<file path="src/rtl/apb_reg_completer.sv">
// rtl/apb_reg_completer.sv - APB completer with ID/CTRL/STATUS/W1C EVENT/TXNCNT and scratch registers
module apb_reg_completer #(
    parameter logic [31:0] ADDR_BASE   = 32'h0000_0000,
    parameter int          NREGS       = 8,
    parameter int          WAIT_CYCLES = 1,
    parameter logic [15:0] ID_VALUE    = 16'hA5C3
) (
    input  logic        pclk,
    input  logic        presetn,
    input  logic        penable_i,
    input  logic        pwrite_i,
    input  logic [1:0]  pstrb_i,
    input  logic [31:0] paddr_i,
    input  logic [15:0] pwdata_i,
    output logic        pready_o,
    output logic        pslverr_o,
    output logic [15:0] prdata_o,
    input  logic [15:0] event_i,
    output logic [15:0] ctrl_o,
    output logic        irq_o
);
    localparam logic [1:0] S_IDLE = 2'd0;
    localparam logic [1:0] S_WAIT = 2'd1;
    localparam logic [1:0] S_RESP = 2'd2;
    localparam logic [1:0] S_HOLD = 2'd3;
    localparam int         NSCR    = NREGS - 5;
    localparam logic [3:0] WAIT_LD = 4'(WAIT_CYCLES);

    logic [1:0]  r_state;
    logic [3:0]  r_cnt;
    logic [31:0] r_addr;
    logic [15:0] r_wdata;
    logic        r_write;
    logic [1:0]  r_strb;
    logic [15:0] r_ctrl;
    logic [15:0] r_event;
    logic [15:0] r_txncnt;
    logic [15:0] r_scratch [NSCR];
    logic [15:0] r_prdata_hold;

    logic [31:0] w_idx;
    logic        w_oob;
    logic        w_err;
    logic        w_resp;
    logic        w_commit;
    logic [15:0] w_mask;
    logic [15:0] w_clr;
    logic [15:0] w_rdata;

    assign w_idx    = r_addr - ADDR_BASE;
    assign w_oob    = (r_addr < ADDR_BASE) || (w_idx >= 32'(NREGS));
    assign w_err    = w_oob || (r_write && (w_idx == 32'd0 || w_idx == 32'd2 || w_idx == 32'd4));
    assign w_resp   = (r_state == S_RESP);
    assign w_commit = w_resp && r_write && !w_err;
    assign w_mask   = {{8{r_strb[1]}}, {8{r_strb[0]}}};
    assign w_clr    = (w_commit && w_idx == 32'd3) ? (r_wdata & w_mask) : 16'h0000;

    always_comb begin
        w_rdata = 16'h0000;
        case (w_idx)
            32'd0:   w_rdata = ID_VALUE;
            32'd1:   w_rdata = r_ctrl;
            32'd2:   w_rdata = {15'b0, |r_event};
            32'd3:   w_rdata = r_event;
            32'd4:   w_rdata = r_txncnt;
            default: begin
                for (int i = 0; i < NSCR; i++) begin
                    if (w_idx == 32'(i + 5)) w_rdata = r_scratch[i];
                end
            end
        endcase
        if (w_oob) w_rdata = 16'h0000;
    end

    assign pready_o  = w_resp;
    assign pslverr_o = w_resp && w_err;
    assign prdata_o  = w_resp ? w_rdata : r_prdata_hold;
    assign ctrl_o    = r_ctrl;
    assign irq_o     = |(r_event & r_ctrl);

    always_ff @(posedge pclk or negedge presetn) begin
        if (!presetn) begin
            r_state       <= S_IDLE;
            r_cnt         <= 4'd0;
            r_addr        <= 32'd0;
            r_wdata       <= 16'h0000;
            r_write       <= 1'b0;
            r_strb        <= 2'b00;
            r_prdata_hold <= 16'h0000;
        end else begin
            case (r_state)
                S_IDLE: begin
                    if (penable_i) begin
                        r_addr  <= paddr_i;
                        r_wdata <= pwdata_i;
                        r_write <= pwrite_i;
                        r_strb  <= pstrb_i;
                        r_cnt   <= WAIT_LD;
                        r_state <= (WAIT_CYCLES == 0) ? S_RESP : S_WAIT;
                    end
                end
                S_WAIT: begin
                    // penable_i is deliberately ignored here: a started transfer always completes
                    r_cnt <= r_cnt - 4'd1;
                    if (r_cnt <= 4'd1) r_state <= S_RESP;
                end
                S_RESP: begin
                    r_prdata_hold <= w_rdata;
                    r_state       <= S_HOLD;
                end
                default: begin
                    if (!penable_i) r_state <= S_IDLE;
                end
            endcase
        end
    end

    always_ff @(posedge pclk or negedge presetn) begin
        if (!presetn) begin
            r_ctrl   <= 16'h0000;
            r_event  <= 16'h0000;
            r_txncnt <= 16'h0000;
            for (int i = 0; i < NSCR; i++) r_scratch[i] <= 16'h0000;
        end else begin
            // set beats clear when a bit is both pulsed and W1C-cleared in one cycle
            r_event <= (r_event & ~w_clr) | event_i;
            if (w_resp && !w_err) r_txncnt <= r_txncnt + 16'd1;
            if (w_commit && w_idx == 32'd1) r_ctrl <= (r_ctrl & ~w_mask) | (r_wdata & w_mask);
            for (int i = 0; i < NSCR; i++) begin
                if (w_commit && w_idx == 32'(i + 5))
                    r_scratch[i] <= (r_scratch[i] & ~w_mask) | (r_wdata & w_mask);
            end
        end
    end
endmodule

</file>
<file path="config.mk">
export PLATFORM = sky130hd
export DESIGN_NAME = apb_reg_completer
export DESIGN_NICKNAME = d
export VERILOG_FILES = /design/src/rtl/apb_reg_completer.sv
export SDC_FILE = /design/constraint.sdc
export NUM_CORES = 1
export LEC_CHECK = 0
export ABC_AREA = 1
export BUFFER_PORTS_ARGS = -buffer_cell sky130_fd_sc_hd__buf_2
export CORE_MARGIN = 2
export CORE_UTILIZATION = 55
export DETAILED_ROUTE_END_ITERATION = 16
export PLACE_DENSITY = 0.75
export SLEW_MARGIN = 20
export SYNTH_ARGS = -nofsm -noshare
export SYNTH_HDL_FRONTEND = slang
export SYNTH_SLANG_ARGS = --single-unit
export TNS_END_PERCENT = 100
</file>
<file path="constraint.sdc">
create_clock -name pclk -period 5.2 [get_ports pclk]
set_clock_uncertainty 0.1 [all_clocks]
set_input_delay 1.56 -clock pclk [delete_from_list [all_inputs] [get_ports pclk]]
set_output_delay 1.56 -clock pclk [all_outputs]
set_load 0.02 [all_outputs]
</file>
### Word-level counts from Yosys, hierarchy flattened

Cells that the tools add are included.

| word-level totals | value |
|---|---|
| output and inout port bits | 35 |
| logic and storage cells | 80 |
| input port bits | 70 |
| flip-flop bits (word level) | 169 |

| operators by class | value |
|---|---|
| eq/ne operators | 12 |
| bitwise gates (word level) | 14 |
| $add $sub $neg | 2 |
| muxes and demuxes | 13 |
| $lt $le $gt $ge | 3 |
| reduce and logical (&&, ||, !) cells | 23 |

Operators with widths:

| cell | count |
|---|---|
| $eq 32x3->1 const B | 4 |
| $and 16x16->16 | 7 |
| $mux 16 | 6 |
| $or 16x16->16 | 5 |
| $pmux 16 s5 | 1 |
| $eq 32x2->1 const B | 2 |
| $eq 32x1->1 const B | 1 |
| $ge 32x4->1 const B | 1 |
| $logic_not 32->1 | 1 |
| $lt 32x1->1 const B | 1 |
| $not 16->16 | 2 |
| $reduce_or 16->1 | 2 |
| $add 16x1->16 const B | 1 |
| $logic_and 1x1->1 | 10 |
| $pmux 4 s2 | 1 |
| $mux 2 | 3 |
| $pmux 2 s3 | 1 |
| $le 4x1->1 const B | 1 |
| $logic_or 1x1->1 | 4 |
| $mux 4 | 1 |
| $ne 2x2->1 const B | 2 |
| $ne 4x1->1 const B | 1 |
| $reduce_and 2->1 | 2 |
| $sub 4x1->4 const B | 1 |
| 6 further kinds | 6 |

### Depth between registers and ports, before layout

Gate-level depths: netlist of run 1.

| depth | value |
|---|---|
| depth after elaboration | 12 |
| mapped depth | 15 |
| depth with buffers taken out | 12 |

### Worst setup path before layout of run 1

Ideal clock, no wire load.

| timing path | value |
|---|---|
| path type | register to output |
| start point | register r_state[0] |
| end point | output port pslverr_o |
| data required time | 3.540 ns |
| path slack | 1.743 ns |
| stages on the path, launching flop included | 7 |
| arrival time | 1.797 ns |
| path buffers | 2 |
| cells stage by stage | dfrtp_1 inv_1 ha_1 buf_2 clkinv_1 clkbuf_1 a21oi_1 |

| between the ends | value |
|---|---|
| longest elaborated chain between the ends | 2 |

Ends and longest elaborated chain:

| what | line | source |
|---|---|---|
| start, declared | 29 | `logic [1:0] r_state;` |
| start signal, assigned | 99 | `r_state <= (WAIT_CYCLES == 0) ? S_RESP : S_WAIT;` |
| $eq 2x2->1 | 53 | `assign w_resp = (r_state == S_RESP);` |
| named net pready_o | 15 | `output logic pready_o,` |
| $logic_and 1x1->1 | 76 | `assign pslverr_o = w_resp && w_err;` |
| end, declared | 16 | `output logic pslverr_o,` |

The timed path passes the listed nets, and every way through them passes these cells.

### Worst setup path in the final report of run 1

| timing path | value |
|---|---|
| start point | register r_addr[12] |
| end point | output port prdata_o[6] |

| between the ends | value |
|---|---|
| longest elaborated chain between the ends | 7 |
| elaborated cells on any way between the ends | 17 |
| those cells by class | 2 x order compare; 7 x eq/ne; 6 x mux; 2 x reduce/logical |

Ends and longest elaborated chain:

| what | line | source |
|---|---|---|
| start, declared | 31 | `logic [31:0] r_addr;` |
| start signal, assigned | 94 | `r_addr <= paddr_i;` |
| $eq 32x3->1 | 68 | `if (w_idx == 32'(i + 5)) w_rdata = r_scratch[i];` |
| $mux 16 (3 in series) | 68 |  |
| $pmux 16 s5 | 60 | `case (w_idx)` |
| $mux 16 * | 72 | `if (w_oob) w_rdata = 16'h0000;` |
| $mux 16 * | - |  |
| end, declared | 17 | `output logic [15:0] prdata_o,` |

Every way passes the cells marked *; elsewhere a longest branch is shown, timed or not.

==> results by group, run 1 <==
Outcome
  • Outcome: finished clean

Final layout
  • Diodes inserted: 0
  • Ratio of cells with drive above 1 in the final layout: roughly a fifth
  • Nets: 1209
  • Fill count: 1307
  • Layout area overhead: 14.67%

Die
  • Starting Density: between 50% and 60%
  • Die area: 16400 sq um
  • Die Height: about 130 um
  • Die boundary width: 128.1 um
  • Std-Cell Rows: 45
  • Core area: ~15000 sq um
  • I/O pin count: ~110

Critical path
  • CP Launch Type: register
  • Worst r2r path cells: 8
  • CP arrival: 3020 ps
  • FF-to-FF setup slack: 1940 ps
  • CP endpoint kind: primary output
  • Crit path from: r_addr[12]$_DFFE_PN0P_
  • Crit path kind: register to primary output
  • CP Max Fanout: 11
  • RR Startpoint: r_state[0]$_DFFE_PN0P_
  • Worst setup path endpoint: prdata_o[6]
  • Req. time, crit path: approximately 3500 ps

Route
  • Wire length per cell: about 17 um
  • Drt via density: 5.435
  • Antenna-violating nets left: 0
  • Initial DRT Pass Iterations: 7
  • DRC violations left: 0
  • Routed via count: between 7000 and 8000
  • 1st-iter DRT viols: between 600 and 700
  • Wirelength, routed: 22100 um

GRT
  • Met1 usage: around 39%
  • First-pass GRT wire length: 35510 um
  • Grt met3 use: under 10%
  • Largest net degree at the start of global routing: 87
  • Remaining Overflow, GRT: 0
  • Met2 GRT Util: between 40 and 50%
  • Initial antenna violation count: 0
  • Tot GR Track Use: between 20% and 30%
  • GRT busiest layer: met2
  • Number of global-route vias before repair: ~7000

Clock network
  • Worst skew pair latency: about 430 ps
  • Hold buffers post-CTS: 0
  • Root buffer cell: clkbuf_16
  • Number of buffers created by CTS: 17
  • Sink Count: between 150 and 200
  • Clock tree buffer depth: 2
  • Clk slew on worst S/H paths: ~60 ps
  • Post-CTS Setup Inserts: 0
  • CTS tree: yes
  • H-tree Lvls: 4
  • Resized cells post-CTS: 0

Pwr
  • Power per Cell Area: just under 400 nW/um^2
  • Leak: approximately 4.7 nW
  • Peak supply drop: ~0.35 mV
  • Total power draw: around 3.7 mW

Timing
  • Post-layout min period: about 4700 ps
  • Final Cycle Share: 89.96%
  • Max-slew violations: 0
  • Unrepaired setup endpoints after global routing: no
  • Slew @ Worst Pin: around 790 ps
  • Max-Slew Margin vs Limit: 47.40%
  • Final setup vio count: 0
  • Fin. Hold Viols: 0
  • Fin Setup TNS: 0 ps
  • Achievable frequency: 213.8 MHz

Synth
  • Seq cells post-synth: 169
  • Post-synth design cell area: between 8000 and 9000 sq um
  • Synth top area cells: dfrtp_1 50%, nand2_1 12%, nor2_1 6.7%
  • Most frequent cell after synthesis: nand2_1
  • Cells after Synth: approximately 1000
  • Cell accounting for the most synthesized area: dfrtp_1
  • Syn_nets: ~1100
  • EDFF count, synth: 0
  • Ys flop type: dfrtp_1
  • Syn_area_per_cell: roughly 8.2 sq um
  • Fraction of registers with async set or reset after synthesis: between 90% and 100%
  • Seq/Total Area, Yosys: roughly 50%
  • Yosys cell types: 36
  • Area share of the leading cell type in the synthesized netlist: roughly half
  • Syn. warnings: 0
  • List of most frequent post-synthesis cells: 270 x nand2_1, 169 x dfrtp_1, 151 x nor2_1

Job
  • Max_cap viols: 0

Placement
  • HPWL after detailed placement: ~16000 um
  • Final RePlAce weighted congestion: 0.9457
  • # port buffers: about 100

Min path
  • Worst hold-check path type: register to register
## worst min path at each step
stage / startpoint / endpoint / depth (start not counted)
2_1_floorplan: r_txncnt[15]$_DFFE_PN0P_ / r_txncnt[15]$_DFFE_PN0P_ / 2
3_5_place_dp: r_prdata_hold[0]$_DFF_PN0_ / r_prdata_hold[0]$_DFF_PN0_ / 2
3_3_place_gp: r_prdata_hold[6]$_DFF_PN0_ / r_prdata_hold[6]$_DFF_PN0_ / 2
6_report: r_prdata_hold[4]$_DFF_PN0_ / r_prdata_hold[4]$_DFF_PN0_ / 2
5_1_grt: register / register / 2
4_1_cts: r_prdata_hold[0]$_DFF_PN0_ / r_prdata_hold[0]$_DFF_PN0_ / 2
## where the power goes
group	switching, mW	internal, mW
sequential	0.161	1.53
clock	0.520	0.749
combinational	0.484	0.288
total	1.17	2.56
## layout by cell type, fill, tap and decap left out, types with 7 or more instances in the layout
cell type / synthesis / routed
o21ai_1: 15 / 15
clkbuf_16: 0 / 17
nand3_1: 71 / 71
xnor2_1: 7 / 7
xor2_1: 9 / 9
inv_2: 9 / 9
nor2_1: 151 / 151
a21oi_1: 34 / 34
buf_2: 13 / 103
mux2_2: 23 / 23
nand2_1: 270 / 269
nand3_2: 7 / 7
o21ai_0: 41 / 41
dfrtp_1: 169 / 169
o21ai_2: 24 / 24
nand3b_1: 18 / 18
buf_4: 3 / 7
inv_1: 108 / 108
## cell type report
cell class,instances,area [sq um],share of cell area (%)
clock buffers,18,429.2,4.420
clock inverters,13,152.6,1.572
inverters,118,442.9,4.561
multi-input cells,714,3602,37.10
flip-flops and latches,169,4229,43.55
well taps,188,235.2,2.422
repair buffers,113,619.3,6.378
## cells by family (layout without fill, tap and decap cells)
family          Yosys count  count (layout)  synth area share [%]
buf+inv                 154             262                 7.550
fa+ha+maj                 6               6                0.8865
compound gates          125             125                 8.865
mux                      23              23                 3.059
simple gates            544             544                 28.04
xor+xnor                 16              16                 1.655
flops                   169             169                 49.94
## critical path, cell delays in order, from the launching register on
cell     delay [ps]
dfrtp_1         350
nor2_1           50
nand2_1         130
inv_2            50
nand2_2         120
nor2_1           50
buf_4           170
nand2_2         150
nand3_2         180
nor2_1          610
buf_4           280
nand3_1          70
nand3_1         110
nand2_1          80
buf_2           160
## per-stage QoR
step                      area (sq um)  util, %  hold WS (ps)  setup WS [ps]  std cells
after floorplan                   8468        -         353.0           1743       1037
after global placement            9129    60.27         354.8           1063       1302
after detailed placement          9129    60.27         358.5           1056       1302
after CTS                         9711    64.11         375.9          590.5       1333
after global routing              9711    64.11         396.0          309.3       1333
final                             9711    64.11         372.6          522.1       1333
## layer usage
| layer | part of all wire [%] | routed length [um] |
|---|---|---|
| met2 | 46 | 10240 |
| met3 | 7.8 | 1720 |
| met4 | 3.4 | 742 |
| met5 | 0 | 0 |
| met1 | 43 | 9395 |
Power figures use the tool's default switching activity.
==> inputs of run 2 (changes only) <==
--- a/config.mk
+++ b/config.mk
@@ -7,10 +7,12 @@
 export LEC_CHECK = 0
 export ABC_AREA = 1
 export BUFFER_PORTS_ARGS = -buffer_cell sky130_fd_sc_hd__buf_2
+export CORE_ASPECT_RATIO = 0.9
 export CORE_MARGIN = 2
 export CORE_UTILIZATION = 55
 export DETAILED_ROUTE_END_ITERATION = 16
 export PLACE_DENSITY = 0.75
+export REMOVE_ABC_BUFFERS = 1
 export SLEW_MARGIN = 20
 export SYNTH_ARGS = -nofsm -noshare
 export SYNTH_HDL_FRONTEND = slang
==> run 2 against run 1 <==
  * Worst setup slack lost 91 ps
  * Critical path depth shrank 3
  * Largest power group unchanged
  * Non-clock buffer count shrank 1
  * Highest routed layer unchanged
  * Combinational power grew 2%
  * Critical endpoint is now prdata_o[5]
  * Global-route usage shrank 1.3 points
  * Routed wire length shrank 4.8%
==> results by group, run 2 (same netlist as run 1, synthesis figures left out) <==
Timing
  • Achievable frequency: about 210 MHz
  • Fin Setup TNS: 0 ps
  • Final setup vio count: 0
  • Fin. Hold Viols: 0
  • Final Cycle Share: 91.71%
  • Unrepaired setup endpoints after global routing: no
  • Max-slew violations: 0
  • Worst setup margin: around 430 ps
  • Slew @ Worst Pin: between 900 and 1000 ps
  • Post-layout min period: between 4000 and 5000 ps
  • Max-Slew Margin vs Limit: a little under two fifths

Critical path
  • CP Max Fanout: 15
  • Cell mode on critical path: nand2_1
  • Crit-path max cell delay: around 550 ps
  • Req. time, crit path: 3540 ps
  • CP endpoint kind: primary output
  • Crit path kind: register to primary output
  • CP arrival: 3110 ps
  • Cell-by-cell trace of the critical path: inv_2, nand2_1, nor2_4, nand2_1, nor2_1, nand2_2, nand3_1, nand2_1, nand3_1, nand2_1, buf_2
  • CP Launch Type: register
  • Slowest CP cell: nor2_1

Clock network
  • Worst skew pair latency: 430 ps
  • Resized cells post-CTS: 0
  • Clk slew on worst S/H paths: 60 ps
  • CTS tree: yes
  • H-tree Lvls: 4
  • Clock tree buffer depth: 2
  • Hold buffers post-CTS: 0
  • Root buffer cell: clkbuf_16
  • Post-CTS Setup Inserts: 0
  • Sink Count: ~170
  • Number of buffers created by CTS: 17

Final layout
  • Layout area overhead: 14.76%
  • Most frequent cells in the layout: 269 x nand2_1, 169 x dfrtp_1, 151 x nor2_1
  • Final Util: between 60% and 70%
  • Nets: roughly 1200
  • Commonest non-fill, non-tap cell in the layout: nand2_1
  • Ratio of cells with drive above 1 in the final layout: between 10% and 20%
  • Diodes inserted: 0

Route
  • Drt via density: about 5.3
  • 1st-iter DRT viols: between 500 and 600
  • Wirelength, routed: ~21000 um
  • Wire length per cell: 15.63 um
  • DRC violations left: 0
  • Antenna-violating nets left: 0
  • Initial DRT Pass Iterations: 5
  • Routed via count: 7112

Pwr
  • Power per Cell Area: 384.4 nW/um^2
  • Leak: between 4 and 5 nW
  • Peak supply drop: between 0.2 and 0.3 mV

Die
  • Core area: between 15000 and 20000 sq um
  • I/O pin count: 105
  • Std-Cell Rows: 43
  • Die Height: 121.7 um
  • Starting Density: 55.62%
  • Die boundary width: 134.8 um
  • Die area: 16410 sq um

Placement
  • # port buffers: roughly 100
  • HPWL after detailed placement: 14270 um
  • Final RePlAce weighted congestion: between 0.8 and 0.9
  • Pre-CTS setup slack: a little over 900 ps

GRT
  • Largest net degree at the start of global routing: ~80
  • Initial antenna violation count: 0
  • Remaining Overflow, GRT: 0
  • Tot GR Track Use: between 20% and 30%
  • First-pass GRT wire length: 34050 um
  • Number of global-route vias before repair: 6585

Outcome
  • Outcome: finished clean

Job
  • Max_cap viols: 0

Min path
  • Worst hold-check path type: register to register
## run 2: changes by cell type in the layout (fill, tap and decap cells not counted)
| cell | change |
|---|---|
| buf_12 | -1 |
| bufinv_16 | -1 |
| clkbuf_8 | +3 |
| clkinv_2 | -3 |
| inv_6 | +1 |
| nand2_2 | -1 |
| nand2_4 | +1 |
## run 2: worst max-delay path, delay by kind of cell (launching register included)
family        cells  cell delay [ps]
simple gates      9             2050
flops             1              390
buf+inv           2              220
## run 2: power breakdown
group,total [mW],leakage (nW),switching (mW),internal [mW]
logic,0.784,2.31,0.502,0.283
clock network,1.26,0.286,0.514,0.744
registers,1.69,2.12,0.165,1.53
## run 2: cell type report
class	count	area, sq um
fill	1295	5508
sequential	169	4229
timing repair buffer	112	599.3
clock inverter	10	116.4
tap	202	252.7
clock buffer	21	470.5
inverter	118	442.9
multi-input combinational	714	3607
## run 2: final timing paths
path                                       startpoint                          to  slack, ps  depth (start not counted)
min in group asynchronous                     presetn                   async pin       1020                          1
hold reg to reg            r_prdata_hold[6]$_DFF_PN0_  r_prdata_hold[6]$_DFF_PN0_        370                          2
setup / recovery                r_addr[7]$_DFFE_PN0P_                 prdata_o[5]        430                         11
setup reg to reg               r_state[0]$_DFFE_PN0P_                    register       1420                          9
max in group asynchronous                     presetn                   async pin       3050                          2
hold / removal             r_prdata_hold[6]$_DFF_PN0_  r_prdata_hold[6]$_DFF_PN0_        370                          2
## run 2: routing by layer
layer	global-route usage [%]	vias to the layer above	routed length (um)
met5	0	-	0
met4	9.013	0	554
met3	5.202	39	1357
met2	42.26	245	9602
met1	38.47	3342	9529
li1	-	3486	-
## run 2: stage by stage
stage	area, sq um	power (mW)	hold WS (ps)	cells
2_1_floorplan	8272	2.227	353.0	1001
3_3_place_gp	9131	2.457	356.9	1315
3_5_place_dp	9131	2.495	360.2	1315
4_1_cts	9718	3.761	378.3	1346
5_1_grt	9718	3.937	392.2	1346
6_report	9718	3.735	372.3	1346
==> inputs of run 3 (changes only) <==
--- a/config.mk
+++ b/config.mk
@@ -12,7 +12,6 @@
 export CORE_UTILIZATION = 55
 export DETAILED_ROUTE_END_ITERATION = 16
 export PLACE_DENSITY = 0.75
-export REMOVE_ABC_BUFFERS = 1
 export SLEW_MARGIN = 20
 export SYNTH_ARGS = -nofsm -noshare
 export SYNTH_HDL_FRONTEND = slang
==> constraint.sdc (replaced) <==
create_clock -name pclk -period 5.2 [get_ports pclk]
set_clock_uncertainty 0.1 [all_clocks]
set_input_delay 0.26 -clock pclk [delete_from_list [all_inputs] [get_ports pclk]]
set_output_delay 0.26 -clock pclk [all_outputs]
set_load 0.02 [all_outputs]
==> run 3 against run 2 <==
  * Critical path depth unchanged
  * Clock-buffer cell count down 2
  * Total power rose by 3.9%
  * Cell count grew 4.9%
==> results by group, run 3 (same netlist as run 1, synthesis figures left out) <==
Route
  • Initial DRT Pass Iterations: 10
  • DRC violations left: 0
  • Drt via density: ~5.3
  • Wire length per cell: approximately 16 um
  • Wirelength, routed: 23170 um
  • 1st-iter DRT viols: just under 800
  • Antenna-violating nets left: 0
  • Routed via count: 7552

Timing
  • Unrepaired setup endpoints after global routing: no
  • Post-layout min period: approximately 3600 ps
  • Max-slew violations: 0
  • Final setup vio count: 0
  • Final Cycle Share: a little over two thirds
  • Achievable frequency: between 200 and 300 MHz
  • Fin. Hold Viols: 0
  • Fin Setup TNS: 0 ps
  • Worst setup margin: 1588 ps
  • WHS: about 13 ps
  • Max-Slew Margin vs Limit: ~33%
  • Slew @ Worst Pin: between 1000 and 1500 ps

Clock network
  • Worst skew pair latency: roughly 440 ps
  • Resized cells post-CTS: 0
  • CTS tree: yes
  • Sink Count: roughly 170
  • H-tree Lvls: 4
  • Clock tree buffer depth: 2
  • Number of buffers created by CTS: 17
  • Clk slew on worst S/H paths: ~70 ps
  • Root buffer cell: clkbuf_16

Die
  • Starting Density: a little under three fifths
  • Die area: ~16000 sq um
  • Std-Cell Rows: 43
  • Core area: 15230 sq um
  • Die Height: roughly 120 um
  • I/O pin count: between 100 and 150
  • Die boundary width: between 100 and 150 um

Final layout
  • Area taken by multi-input logic gates: 3605 sq um
  • Register area: roughly 4200 sq um
  • Layout area overhead: 22.70%
  • Ratio of cells with drive above 1 in the final layout: 18.60%
  • Fin area: a little over 10000 sq um
  • Diodes inserted: 0
  • Most frequent cells in the layout: 269 x nand2_1, 169 x dfrtp_1, 150 x nor2_1
  • Fill count: around 1200
  • Commonest non-fill, non-tap cell in the layout: nand2_1
  • Nets: 1273

Critical path
  • Req. time, crit path: slightly below 5000 ps
  • Crit path kind: register to primary output
  • CP Max Fanout: 15
  • CP Launch Type: register
  • FF-to-FF setup slack: 2180 ps
  • CP arrival: 3250 ps
  • Crit path from: r_addr[3]$_DFFE_PN0P_
  • Worst r2r path cells: 12
  • RR Startpoint: r_addr[27]$_DFFE_PN0P_
  • Worst setup path endpoint: prdata_o[15]
  • CP endpoint kind: primary output

Pwr
  • Clock share of power: roughly 34%
  • Switching Fraction: between 30% and 40%
  • Power per Cell Area: between 300 and 400 nW/um^2
  • Gate power share: around 22%
  • Sequential Power Share: 43.6%
  • Peak supply drop: 0.3755 mV
  • Psw: between 1 and 1.5 mW
  • Leak: 4.998 nW
  • Internal: 2.634 mW

Placement
  • Pre-CTS setup slack: 2096 ps
  • Cell Area, Placed: a little over 9000 sq um
  • # port buffers: between 100 and 150
  • HPWL after detailed placement: 14990 um
  • Final RePlAce weighted congestion: 0.9564

GRT
  • Tot GR Track Use: between 20% and 30%
  • Remaining Overflow, GRT: 0
  • Number of global-route vias before repair: approximately 7000
  • Initial antenna violation count: 0
  • Largest net degree at the start of global routing: a little over 80
  • First-pass GRT wire length: 36600 um

Job
  • Max_cap viols: 0

Outcome
  • Outcome: finished clean

Min path
  • Worst hold-check path type: input pin to register
## run 3: critical path, cell delays in order, from the launching register on
cell and delay [ps]:
dfrtp_1 360, inv_1 120, nand2_1 150, nor2_1 150
nand2_1 60, nor2_1 540, nand2_2 220, nand3_1 640
nand2_1 210, nand3_1 130, nand2_1 70, buf_2 160
## run 3: worst min-delay path by stage
| stage | from | to | slack [ps] | depth (start not counted) |
|---|---|---|---|---|
| global placement | presetn | r_txncnt[11]$_DFFE_PN0P_ | -4 | 1 |
| detailed placement | presetn | r_prdata_hold[14]$_DFF_PN0_ | -7 | 1 |
| finish | pwdata_i[7] | r_wdata[7]$_DFFE_PN0P_ | 10 | 3 |
| global route | pwdata_i[11] | r_wdata[11]$_DFFE_PN0P_ | 20 | 3 |
| floorplan | presetn | async pin | -140 | 0 |
| CTS | pwdata_i[10] | r_wdata[10]$_DFFE_PN0P_ | 0.4 | 3 |
## run 3: metal layers
metal,global-route usage [%],wire length (um),up-vias
met5,0,0,-
met4,11.38,503,0
met3,6.742,1994,42
met2,46.10,10870,322
met1,40.39,9806,3578
li1,-,-,3610
## run 3: area by class of cell
type / count / area share [%]
inverters: 118 / 4.263
well taps: 202 / 2.433
multi-input cells: 714 / 34.69
clock buffers: 19 / 4.359
clock inverters: 13 / 1.602
flip-flops and latches: 169 / 40.70
repair buffers: 177 / 11.95
## run 3: power groups by stage
stage	registers, mW	logic (mW)	clock network [mW]
after floorplan	1.65	0.594	0
after global placement	1.70	0.776	0
after detailed placement	1.70	0.797	0
after CTS	1.68	0.842	1.34
after global routing	1.72	0.954	1.39
final	1.69	0.858	1.33
## run 3: repair_timing
action / in CTS / in global routing
setup buffers: 0 / 0
hold buffers: 65 / 0
hold endpoints to repair: 79 / 0
## run 3: metrics by stage
step / utilization [%] / total power, mW / std cells
4_1_cts: 68.21 / 3.869 / 1412
5_1_grt: 68.24 / 4.065 / 1412
2_1_floorplan: - / 2.240 / 1037
3_3_place_gp: 59.87 / 2.473 / 1315
6_report: 68.24 / 3.883 / 1412
3_5_place_dp: 59.87 / 2.502 / 1315
